===== src/rtl/apb_regfile_completer.sv =====
// APB4 completer with a small scratch register bank, ID and transfer-count registers.
// Transfers are decoded at setup, held for WAIT_STATES cycles, and committed on the completion edge.
module apb_regfile_completer #(
  parameter int          ADDR_W      = 12,
  parameter int          DATA_W      = 32,
  parameter int          NUM_REGS    = 8,
  parameter int          WAIT_STATES = 0,
  parameter logic [31:0] ID_VALUE    = 32'hA9B0_0001
) (
  input  logic                       clk,
  input  logic                       rst,
  input  logic [ADDR_W-1:0]          paddr,
  input  logic                       psel,
  input  logic                       penable,
  input  logic                       pwrite,
  input  logic [DATA_W-1:0]          pwdata,
  input  logic [3:0]                 pstrb,
  input  logic [2:0]                 pprot,
  output logic [DATA_W-1:0]          prdata,
  output logic                       pready,
  output logic                       pslverr,
  output logic [DATA_W*NUM_REGS-1:0] reg_out
);

  localparam int              IDX_W   = ADDR_W - 2;
  localparam logic [IDX_W-1:0] CNT_IDX = IDX_W'(NUM_REGS + 1);

  typedef enum logic {IDLE, ACCESS} state_t;

  state_t            state;
  logic [DATA_W-1:0] scratch [NUM_REGS];
  logic [31:0]       xfer_cnt;
  logic [3:0]        wait_cnt;

  logic [IDX_W-1:0]  widx_p0;
  logic              wr_p0;
  logic [DATA_W-1:0] wdata_p0;
  logic [3:0]        strb_p0;
  logic [DATA_W-1:0] rdata_p0;
  logic              err_p0;

  logic [IDX_W-1:0]  idx;
  logic [DATA_W-1:0] dec_rdata;
  logic              dec_err;

  // Protection attributes carry no meaning for this register bank.
  logic unused_pprot;
  assign unused_pprot = ^pprot;

  function automatic logic [DATA_W-1:0] apply_strb(input logic [DATA_W-1:0] old,
                                                   input logic [DATA_W-1:0] nw,
                                                   input logic [3:0]        s);
    logic [DATA_W-1:0] r;
    r = old;
    for (int k = 0; k < 4; k++)
      if (s[k]) r[8*k +: 8] = nw[8*k +: 8];
    return r;
  endfunction

  assign idx = paddr[ADDR_W-1:2];

  always_comb begin
    dec_rdata = '0;
    dec_err   = 1'b0;
    if (paddr[1:0] != 2'b00) begin
      dec_err = 1'b1;
    end else if (idx == '0) begin
      if (pwrite) dec_err = 1'b1;
      else        dec_rdata = ID_VALUE;
    end else if (idx == CNT_IDX) begin
      if (pwrite) dec_err = 1'b1;
      else        dec_rdata = xfer_cnt;
    end else if (idx > CNT_IDX) begin
      dec_err = 1'b1;
    end else begin
      for (int i = 0; i < NUM_REGS; i++)
        if (idx == IDX_W'(i + 1)) dec_rdata = scratch[i];
    end
    // Writes and errored transfers always return zero data.
    if (pwrite || dec_err) dec_rdata = '0;
  end

  always_ff @(posedge clk or posedge rst) begin
    if (rst) begin
      state    <= IDLE;
      pready   <= 1'b0;
      prdata   <= '0;
      pslverr  <= 1'b0;
      xfer_cnt <= '0;
      wait_cnt <= '0;
      widx_p0  <= '0;
      wr_p0    <= 1'b0;
      wdata_p0 <= '0;
      strb_p0  <= '0;
      rdata_p0 <= '0;
      err_p0   <= 1'b0;
      for (int i = 0; i < NUM_REGS; i++) scratch[i] <= '0;
    end else begin
      case (state)
        IDLE: begin
          pready  <= 1'b0;
          prdata  <= '0;
          pslverr <= 1'b0;
          // Setup phase: capture and decode the whole transfer.
          if (psel && !penable) begin
            state    <= ACCESS;
            widx_p0  <= idx;
            wr_p0    <= pwrite;
            wdata_p0 <= pwdata;
            strb_p0  <= pstrb;
            rdata_p0 <= dec_rdata;
            err_p0   <= dec_err;
            wait_cnt <= 4'(WAIT_STATES);
            if (WAIT_STATES == 0) begin
              pready  <= 1'b1;
              prdata  <= dec_rdata;
              pslverr <= dec_err;
            end
          end
        end
        ACCESS: begin
          if (!psel) begin
            state   <= IDLE;
            pready  <= 1'b0;
            prdata  <= '0;
            pslverr <= 1'b0;
          end else if (pready && penable) begin
            // Completion edge: commit the write and count the transfer.
            state   <= IDLE;
            pready  <= 1'b0;
            prdata  <= '0;
            pslverr <= 1'b0;
            if (!err_p0) begin
              xfer_cnt <= xfer_cnt + 32'd1;
              if (wr_p0)
                for (int i = 0; i < NUM_REGS; i++)
                  if (widx_p0 == IDX_W'(i + 1))
                    scratch[i] <= apply_strb(scratch[i], wdata_p0, strb_p0);
            end
          end else if (wait_cnt != 4'd0) begin
            wait_cnt <= wait_cnt - 4'd1;
            if (wait_cnt == 4'd1) begin
              pready  <= 1'b1;
              prdata  <= rdata_p0;
              pslverr <= err_p0;
            end
          end
        end
        default: state <= IDLE;
      endcase
    end
  end

  for (genvar g = 0; g < NUM_REGS; g++) begin : g_regout
    assign reg_out[DATA_W*g +: DATA_W] = scratch[g];
  end

endmodule


===== config.mk =====
export PLATFORM = sky130hd
export DESIGN_NAME = apb_regfile_completer
export DESIGN_NICKNAME = d
export VERILOG_FILES = /design/src/rtl/apb_regfile_completer.sv
export SDC_FILE = /design/constraint.sdc
export NUM_CORES = 1
export LEC_CHECK = 0
export CORE_MARGIN = 1
export CORE_UTILIZATION = 26
export CTS_CLUSTER_DIAMETER = 60
export DETAILED_ROUTE_END_ITERATION = 10
export DONT_BUFFER_PORTS = 1
export PLACE_DENSITY = 0.4
export SYNTH_ARGS = -nofsm -noshare
export SYNTH_HDL_FRONTEND = slang
export SYNTH_SLANG_ARGS = --single-unit
export TNS_END_PERCENT = 5

===== constraint.sdc =====
create_clock -name clk -period 17.3 [get_ports clk]
set_clock_uncertainty 0.2 [all_clocks]
set_input_delay 4.325 -clock clk [delete_from_list [all_inputs] [get_ports clk]]
set_output_delay 4.325 -clock clk [all_outputs]
set_load 0.01 [all_outputs]

==> key figures <==
Yosys
  – Sequential element share of the synthesized area: 53.1%
  – Yosys reg bits: 407
  – Share of the synthesized area in the top cell type: 53.1%
  – Post-Synthesis Cells: 1,686
  – Ranking of synthesized cells by area: dfrtp_1, mux2_2, nand2_1, mux2i_1, a21oi_1
  – Dominant synthesized flop cell: dfrtp_1
  – Cell variety after synth: 63
  – Largest area contributor in the netlist: dfrtp_1
  – FFs w/ async S/R, synth: 100%
  – Mapped cell area: 19,200 um2
  – Syn Nets: 1,745
  – Post-synth EDFFs: 0
  – Mean Syn Cell Area: 11.4 um2
  – Yosys warns: 0

Route
  – Wire per inst: 29.0 um
  – DRC Markers: 0
  – Via density: 5.26
  – Pre-antenna DRT Iters: 5
  – Total routed wirelength: 77,200 um
  – Initial DRC count: 924
  – Detail Route Antenna Nets: 0
  – DR vias: 14,000

Floorplan
  – Top-Level Pins: 346
  – Die height: 274 um
  – Die W: 274 um
  – Core Footprint: 73,000 um2
  – DIE AREA: 74,900 um2
  – Row count: 99
  – Starting Density: 26.3%

Status
  – Outcome: finished clean

Timing
  – Pins Over Slew Limit: 0
  – Post-route minimum period: 7350 ps
  – Slew HR: 20.2%
  – Tightest Pin Transition: 1170 ps
  – Setup TNS: 0 ps
  – Maximum clock frequency: 136 MHz
  – Hold Vio Cnt, Final: 0
  – Count of final setup violators: 0
  – Final period util: 42.5%
  – RSZ-0062 raised after global routing: false

Run
  – # Max-Cap Violations: 0

Global routing
  – Vias in the first global route: 14,323
  – Congestion Overflow GR: 0
  – First-pass GRT wire length: 110,000 um
  – Largest net degree at the start of global routing: 170
  – Antenna violations before repair: 2
  – Gr usage total: 20.4%

Layout
  – Layout Nets: 1,725
  – Share of cells above drive strength 1: 26.8%
  – Finished Layout Cells: 2,664
  – Most common cell after layout, fill and taps aside: dfrtp_1
  – Commonest non-fill, non-tap cells in the layout: dfrtp_1, mux2_2, nand2_1
  – Area Growth Syn to Fin: 14.8%

Worst setup path
  – R2r setup slk: 13,870 ps
  – Critical Path Start Type: primary input
  – Setup Crit Path Kind: primary input to flip-flop
  – Data arrival time of the critical path: 7590 ps
  – Critical Path RT: 17,540 ps
  – CP Capture Type: flip-flop
  – Max FO, Critical Path: 169

Placement
  – Placed insts: 2,572
  – Port bufs: 0
  – Placer congestion estimate: 0.825
  – DP HPWL: 53,300 um

CTS
  – Post-cts hold buffer count: 0
  – Clk_lat worst skew: 600 ps
  – Clock-pin slew of the registers on the worst-case setup and hold paths: 60 ps
  – CTS Sinks: 407
  – Worst-case clock buffer depth: 3
  – Post-CTS Repair Setup Buffers: 0
  – PostCTS Resize Cnt: 0
  – Root Buffer: clkbuf_16
  – Num CTS Buffers: 51
  – CTS H-tree lvls: 2
  – CTS tree: done

Power
  – Lkg Pwr: 10.3 nW
  – Max IR drop VDD: 0.0000622 V
  – Power Density: 104 nW/um2

Worst hold path
  – Hold WC Path Type: flip-flop to flip-flop
-- path summary, 6_finish.rpt --
check	cells past startpoint	end	start
max	4	prdata[14]$_DFFE_PP0P_	paddr[3]
min	1	rdata_p0[20]$_DFFE_PP0P_	rdata_p0[20]$_DFFE_PP0P_
max reg2reg	6	prdata[14]$_DFFE_PP0P_	state$_DFF_PP0_
min reg2reg	1	rdata_p0[20]$_DFFE_PP0P_	rdata_p0[20]$_DFFE_PP0P_
max in group asynchronous	3	reg_out[237]$_DFFE_PP0P_	rst
min in group asynchronous	1	wdata_p0[26]$_DFFE_PP0P_	rst
-- through the flow --
stage               power [mW]  setup slack (ps)  utilization, %  area, um2  hold slack (ps)
global route              2.40              9870            30.2      22000              283
CTS                       2.34             10030            30.2      22000              279
global placement          1.22              9450            27.8      20300              251
floorplan                 1.15              1450               -      19200              239
finish                    2.30              9950            30.2      22000              276
detailed placement        1.22              9390            27.8      20300              265
-- sequential cells by signal (all words and copies together) (netlist names) --
signal	cells
wr_p0	1
state	1
strb_p0	4
pslverr	1
wait_cnt	4
rdata_p0	32
reg_out	256
prdata	32
pready	1
wdata_p0	32
err_p0	1
widx_p0	10
xfer_cnt	32
-- kinds of logic (layout without fill, tap and decap cells) --
kind of cell / count (synthesis) / after routing / share of synthesized area (%)
AO/OA/AOI/OAI: 313 / 313 / 11.4
XOR/XNOR: 34 / 34 / 1.55
adder cells (fa/ha/maj): 3 / 3 / 0.196
buffers and inverters: 116 / 133 / 2.41
flip-flops: 407 / 407 / 53.1
multiplexers: 342 / 342 / 19.8
other: 0 / 2 / 0
AND/OR/NAND/NOR: 471 / 471 / 11.6
-- synth_stat cells (20+ instances only) --
library cell	count
a31oi_1	25
nand2_1	255
nor2_1	66
xnor2_1	30
clkbuf_1	73
a221oi_1	28
a22o_1	20
and3b_1	21
mux2_2	301
mux2i_1	41
o221ai_1	21
nand3_1	29
a22oi_1	42
o21ai_0	38
dfrtp_1	407
a21oi_1	67
-- metal layers --
layer | wire, um | GRT usage [%] | up-vias
li1 | - | - | 6143
met1 | 32400 | 25.8 | 7379
met2 | 36700 | 32.8 | 389
met3 | 6640 | 7.47 | 89
met4 | 1500 | 5.03 | 0
met5 | 0 | 0 | -
-- area by class of cell --
| cell class | instances | area, um2 |
|---|---|---|
| Fill cell | 7378 | 50900 |
| Sequential cell | 407 | 10200 |
| Multi-Input combinational cell | 1163 | 8620 |
| Clock buffer | 70 | 1500 |
| Tap cell | 959 | 1200 |
| Clock inverter | 20 | 240 |
| Timing Repair Buffer | 32 | 240 |
| Inverter | 11 | 48.8 |
| Antenna cell | 2 | 5.00 |
-- where the power goes --
| part | internal (mW) | leakage [nW] | switching (mW) |
|---|---|---|---|
| Combinational | 0.0475 | 3.91 | 0.0894 |
| Clock | 0.665 | 0.855 | 0.436 |
| Sequential | 0.988 | 5.58 | 0.0775 |
-- critical path: stages --
cell,delay (ps)
nor4b_1,990
nand3_2,910
o221ai_1,1040
a21oi_1,170
(Power assumes the default switching activity.)
